<file path="src/rtl/mem_arbiter.sv">
// Two-port arbiter in front of a single-port memory: instruction fetch and
// data access share one memory. At most one transaction is in flight, ties
// alternate between the two requesters, and a wait counter aborts a
// transaction the memory never acknowledges.
module mem_arbiter #(
    parameter logic [7:0] TIMEOUT = 8'd64
) (
    input  logic        clk_i,
    input  logic        rst_i,
    input  logic        if_req_i,
    input  logic [31:0] if_addr_i,
    output logic [31:0] if_rdata_o,
    output logic        if_stall_o,
    input  logic        dm_req_i,
    input  logic        dm_we_i,
    input  logic [31:0] dm_addr_i,
    input  logic [31:0] dm_wdata_i,
    output logic [31:0] dm_rdata_o,
    output logic        dm_stall_o,
    output logic        mem_req_o,
    output logic        mem_we_o,
    output logic [31:0] mem_addr_o,
    output logic [31:0] mem_wdata_o,
    input  logic        mem_ack_i,
    input  logic [31:0] mem_rdata_i,
    output logic        timeout_o
);

    typedef enum logic [1:0] {IDLE, SERVE_IF, SERVE_DM} state_e;

    state_e      state_q, state_d;
    logic [7:0]  cnt_q, cnt_d;
    logic        last_dm_q, last_dm_d;
    logic        timeout_q, timeout_d;
    logic        mem_req_q, mem_req_d;
    logic        mem_we_q, mem_we_d;
    logic [31:0] mem_addr_q, mem_addr_d;
    logic [31:0] mem_wdata_q, mem_wdata_d;

    logic [7:0]  cnt_inc;
    logic        serving;
    logic        to_hit;
    logic        done;
    logic        if_done;
    logic        dm_done;
    logic        grant_dm;

    // Completion detection and requester-facing combinational outputs.
    // A timeout completes the transaction like an ack, but with zero data;
    // an ack in the same cycle takes precedence and is a normal completion.
    always_comb begin
        serving    = (state_q != IDLE);
        cnt_inc    = (cnt_q == 8'hFF) ? cnt_q : cnt_q + 8'd1;
        to_hit     = serving && !mem_ack_i && (cnt_inc == TIMEOUT);
        done       = serving && (mem_ack_i || to_hit);
        if_done    = (state_q == SERVE_IF) && done;
        dm_done    = (state_q == SERVE_DM) && done;
        if_stall_o = if_req_i && !if_done;
        dm_stall_o = dm_req_i && !dm_done;
        if_rdata_o = (if_done && mem_ack_i) ? mem_rdata_i : '0;
        dm_rdata_o = (dm_done && mem_ack_i) ? mem_rdata_i : '0;
        // DM wins unless IF also requests and DM was served last.
        grant_dm   = dm_req_i && (!if_req_i || !last_dm_q);
    end

    // Next-state logic: grant in IDLE, wait for ack or timeout in SERVE.
    always_comb begin
        state_d     = state_q;
        cnt_d       = cnt_q;
        last_dm_d   = last_dm_q;
        timeout_d   = timeout_q;
        mem_req_d   = mem_req_q;
        mem_we_d    = mem_we_q;
        mem_addr_d  = mem_addr_q;
        mem_wdata_d = mem_wdata_q;
        case (state_q)
            IDLE: begin
                cnt_d = '0;
                if (grant_dm) begin
                    state_d     = SERVE_DM;
                    mem_req_d   = 1'b1;
                    mem_we_d    = dm_we_i;
                    mem_addr_d  = dm_addr_i;
                    mem_wdata_d = dm_wdata_i;
                end else if (if_req_i) begin
                    state_d    = SERVE_IF;
                    mem_req_d  = 1'b1;
                    mem_we_d   = 1'b0;
                    mem_addr_d = if_addr_i;
                end
            end
            SERVE_IF, SERVE_DM: begin
                if (done) begin
                    state_d   = IDLE;
                    mem_req_d = 1'b0;
                    cnt_d     = '0;
                    last_dm_d = (state_q == SERVE_DM);
                    if (to_hit) begin
                        timeout_d = 1'b1;
                    end
                end else begin
                    cnt_d = cnt_inc;
                end
            end
            default: begin
                state_d   = IDLE;
                mem_req_d = 1'b0;
                cnt_d     = '0;
            end
        endcase
    end

    // State and registered memory-side outputs, asynchronous active-low reset.
    always_ff @(posedge clk_i or negedge rst_i) begin
        if (!rst_i) begin
            state_q     <= IDLE;
            cnt_q       <= '0;
            last_dm_q   <= 1'b0;
            timeout_q   <= 1'b0;
            mem_req_q   <= 1'b0;
            mem_we_q    <= 1'b0;
            mem_addr_q  <= '0;
            mem_wdata_q <= '0;
        end else begin
            state_q     <= state_d;
            cnt_q       <= cnt_d;
            last_dm_q   <= last_dm_d;
            timeout_q   <= timeout_d;
            mem_req_q   <= mem_req_d;
            mem_we_q    <= mem_we_d;
            mem_addr_q  <= mem_addr_d;
            mem_wdata_q <= mem_wdata_d;
        end
    end

    assign mem_req_o   = mem_req_q;
    assign mem_we_o    = mem_we_q;
    assign mem_addr_o  = mem_addr_q;
    assign mem_wdata_o = mem_wdata_q;
    assign timeout_o   = timeout_q;

endmodule

</file>
<file path="config.mk">
export PLATFORM = sky130hd
export DESIGN_NAME = mem_arbiter
export DESIGN_NICKNAME = d
export VERILOG_FILES = /design/src/rtl/mem_arbiter.sv
export SDC_FILE = /design/constraint.sdc
export NUM_CORES = 1
export LEC_CHECK = 0
export CAP_MARGIN = 20
export CORE_AREA = 2 2 104 106
export DETAILED_ROUTE_END_ITERATION = 10
export DIE_AREA = 0 0 106 108
export PLACE_DENSITY = 0.82
export SYNTH_ARGS = -nofsm -noshare
export SYNTH_HDL_FRONTEND = slang
export SYNTH_SLANG_ARGS = --single-unit
</file>
<file path="constraint.sdc">
create_clock -name clk_i -period 8 [get_ports clk_i]
set_input_delay 1.6 -clock clk_i [delete_from_list [all_inputs] [get_ports clk_i]]
set_output_delay 1.6 -clock clk_i [all_outputs]
set_load 0.02 [all_outputs]
</file>
==> flow_summary.json <==
{
  "status": "completed",
  "overflow": 0,
  "maxCapViolCount": 0,
  "antenna_found_initial": 0,
  "synth-seq-cells": 78,
  "synth_common_cells": "dfrtp_1, and2_1, nand2_1",
  "syn_nets": 520,
  "ir_drop_mv": 0.191,
  "nNetsFinal": 774,
  "firstDrtPassIters": 4,
  "cts_root_buf": "clkbuf_8",
  "ant_nets": 0,
  "ctsHoldBuffers": 0,
  "cts_buffer_depth": 2,
  "drive_gt1_share_pct": 9.38,
  "synth_ff_type": "dfrtp_1",
  "rsz0062_at_grt": "no",
  "yosys-top-cells-area": "dfrtp_1, and2_1, mux2_2, mux2i_1, o21ai_0",
  "place_hpwl_um": 9490,
  "setup_tns_ns": 0,
  "drc": 0,
  "cts.htree.levels": 3,
  "track_usage_pct": 20.7,
  "startpoint_type": "primary input",
  "syn_to_final_growth_pct": 75.3,
  "insertion_delay_ns": 0.35,
  "yosys.area.top_type": "dfrtp_1",
  "core-area_mm2": 0.0102,
  "power.leakage_uw": 0.00283,
  "grt_pass1_wl_um": 18700,
  "fin_util_pct": 67.6,
  "maxSlewViolCount": 0,
  "synth.most_common_cell": "dfrtp_1",
  "wl_um": 12100,
  "final-hold-violation-count": 0,
  "synthDominantCellAreaShare_pct": 49.5,
  "start_util_pct": 38.5,
  "synth_cells": 382,
  "fp.dieW_um": 106,
  "post-cts-setup-buffer-count": 0,
  "grt_pass1_vias": 3877,
  "vias": 3737,
  "final_area_mm2": 0.00692,
  "viasPerCell": 4.82,
  "setup_viol": 0,
  "grt_max_degree": 79,
  "timing.final.crit_share_pct": 74.3,
  "rows": 37,
  "io_pins": 267,
  "relSlewSlack_pct": 31.8,
  "ys_seq_area_share_pct": 49.5,
  "final_cells": 776,
  "critPathArrivalTime_ns": 4.34,
  "power.density_mw_per_mm2": 308,
  "worst_setup_path_end_kind": "output port",
  "ys_types": 36,
  "cts.repair.resized": 0,
  "worst-r2r-setup-slack_ns": 5.21,
  "gp_congestion": 0.761,
  "drt_iter0_drc": 125,
  "dpl-instance-area_mm2": 0.00672,
  "crit_type": "primary input to output port",
  "cp_max_fo": 7,
  "period_minus_slack_ns": 5.94,
  "required_ns": 6.40,
  "synthArstFlopShare_pct": 100,
  "synth_edf_count": 0,
  "synthesis.area_mm2": 0.00394,
  "die_h_um": 108,
  "diodes": 0,
  "cts_tree": "yes",
  "dp.cells": 761,
  "io_buffer_count": 266,
  "max_freq_mhz": 168,
  "worst_slew_pin_slew_ns": 1.02,
  "wire_per_inst_um": 15.6,
  "fin_skew_ns": 0.0127,
  "min_path_type": "flip-flop to flip-flop",
  "cts_made_buffers": 9,
  "die-area_mm2": 0.0114,
  "path_clk_slew_ns": 0.07,
  "total_power_uw": 2130,
  "cts.sinks": 78,
  "synth_warnings": 0,
  "synth.avg_cell_area_um2": 10.3
}
[critical path, cell delays in order]
cell             delay (ns)
clkdlybuf4s50_1        0.49
or4b_1                 0.56
or4_4                  0.55
a21oi_4                0.24
nor2_1                 0.10
o31a_1                 0.24
clkdlybuf4s50_1        0.55
[flip-flops by register name (all words and copies together), names as in the netlist]
name         flops
mem_addr_o      32
mem_req_o        1
state_q          2
mem_we_o         1
timeout_o        1
last_dm_q        1
mem_wdata_o     32
cnt_q            8
[worst paths after layout]
check,cells after the start,end,start
min in group asynchronous,1,mem_addr_o[8]$_DFFE_PN0P_,rst_i
max in group asynchronous,1,mem_addr_o[13]$_DFFE_PN0P_,rst_i
worst max-delay path,7,if_stall_o,mem_ack_i
worst min-delay path,2,mem_addr_o[27]$_DFFE_PN0P_,mem_addr_o[27]$_DFFE_PN0P_
worst min register to register,2,mem_addr_o[27]$_DFFE_PN0P_,mem_addr_o[27]$_DFFE_PN0P_
worst max register to register,7,last_dm_q$_DFFE_PN0P_,state_q[0]$_DFFE_PN0P_
[cell type report]
class / instances / area (µm²)
Fill cell: 803 / 3320
Timing Repair Buffer: 270 / 2690
Sequential cell: 78 / 1950
Multi-Input combinational cell: 270 / 1880
Tap cell: 136 / 170
Clock buffer: 10 / 138
Clock inverter: 5 / 58.8
Inverter: 7 / 26.3
[layout by cell type (no fill, tap or decap), drive strengths merged, types with 2 or more instances in the layout]
| cell type | count |
|---|---|
| clkdlybuf4s50 | 265 |
| dfrtp | 78 |
| and2 | 66 |
| nand2 | 41 |
| o21ai | 40 |
| mux2i | 34 |
| mux2 | 32 |
| nor2 | 10 |
| clkbuf | 10 |
| inv | 8 |
| a21oi | 8 |
| nor3 | 8 |
| buf | 5 |
| nand3 | 4 |
| ha | 4 |
| xnor2 | 3 |
| a211oi | 2 |
| o31a | 2 |
| clkinvlp | 2 |
[per-stage QoR]
step	hold WS, ns	worst slack [ns]
2_1_floorplan	0.475	3.16
3_3_place_gp	0.462	2.13
3_5_place_dp	0.472	2.05
4_1_cts	0.486	2.05
5_1_grt	0.506	1.96
6_report	0.485	2.06
[routing by layer]
layer	up-vias	GRT usage, %	part of all wire (%)
met5	-	0	0
met4	0	5.92	1.5
met3	15	7.29	8.3
met2	156	40.2	54
met1	1762	20.8	36
li1	1804	-	-
[power by group]
| part | leakage (µW) | switching [µW] | internal, µW |
|---|---|---|---|
| Sequential | 0.000953 | 97.4 | 575 |
| Clock | 0.0000948 | 146 | 152 |
| Combinational | 0.00178 | 591 | 567 |
| Total | 0.00283 | 834 | 1290 |
[cells by family (layout without fill, tap and decap cells)]
logic type                 count (synthesis)  count (layout)  share of synthesized area, %
DFF                                       78              78                          49.5
muxes                                     66              66                          17.8
adders and majority gates                  4               4                          1.27
AOI/OAI and AO/OA                         60              60                          8.98
and+or+nand+nor                          137             137                          18.4
xor gates and xnor gates                   3               3                         0.666
buffers and inverters                     34             292                          3.39
Note: power is estimated with default switching activity, not from simulation.
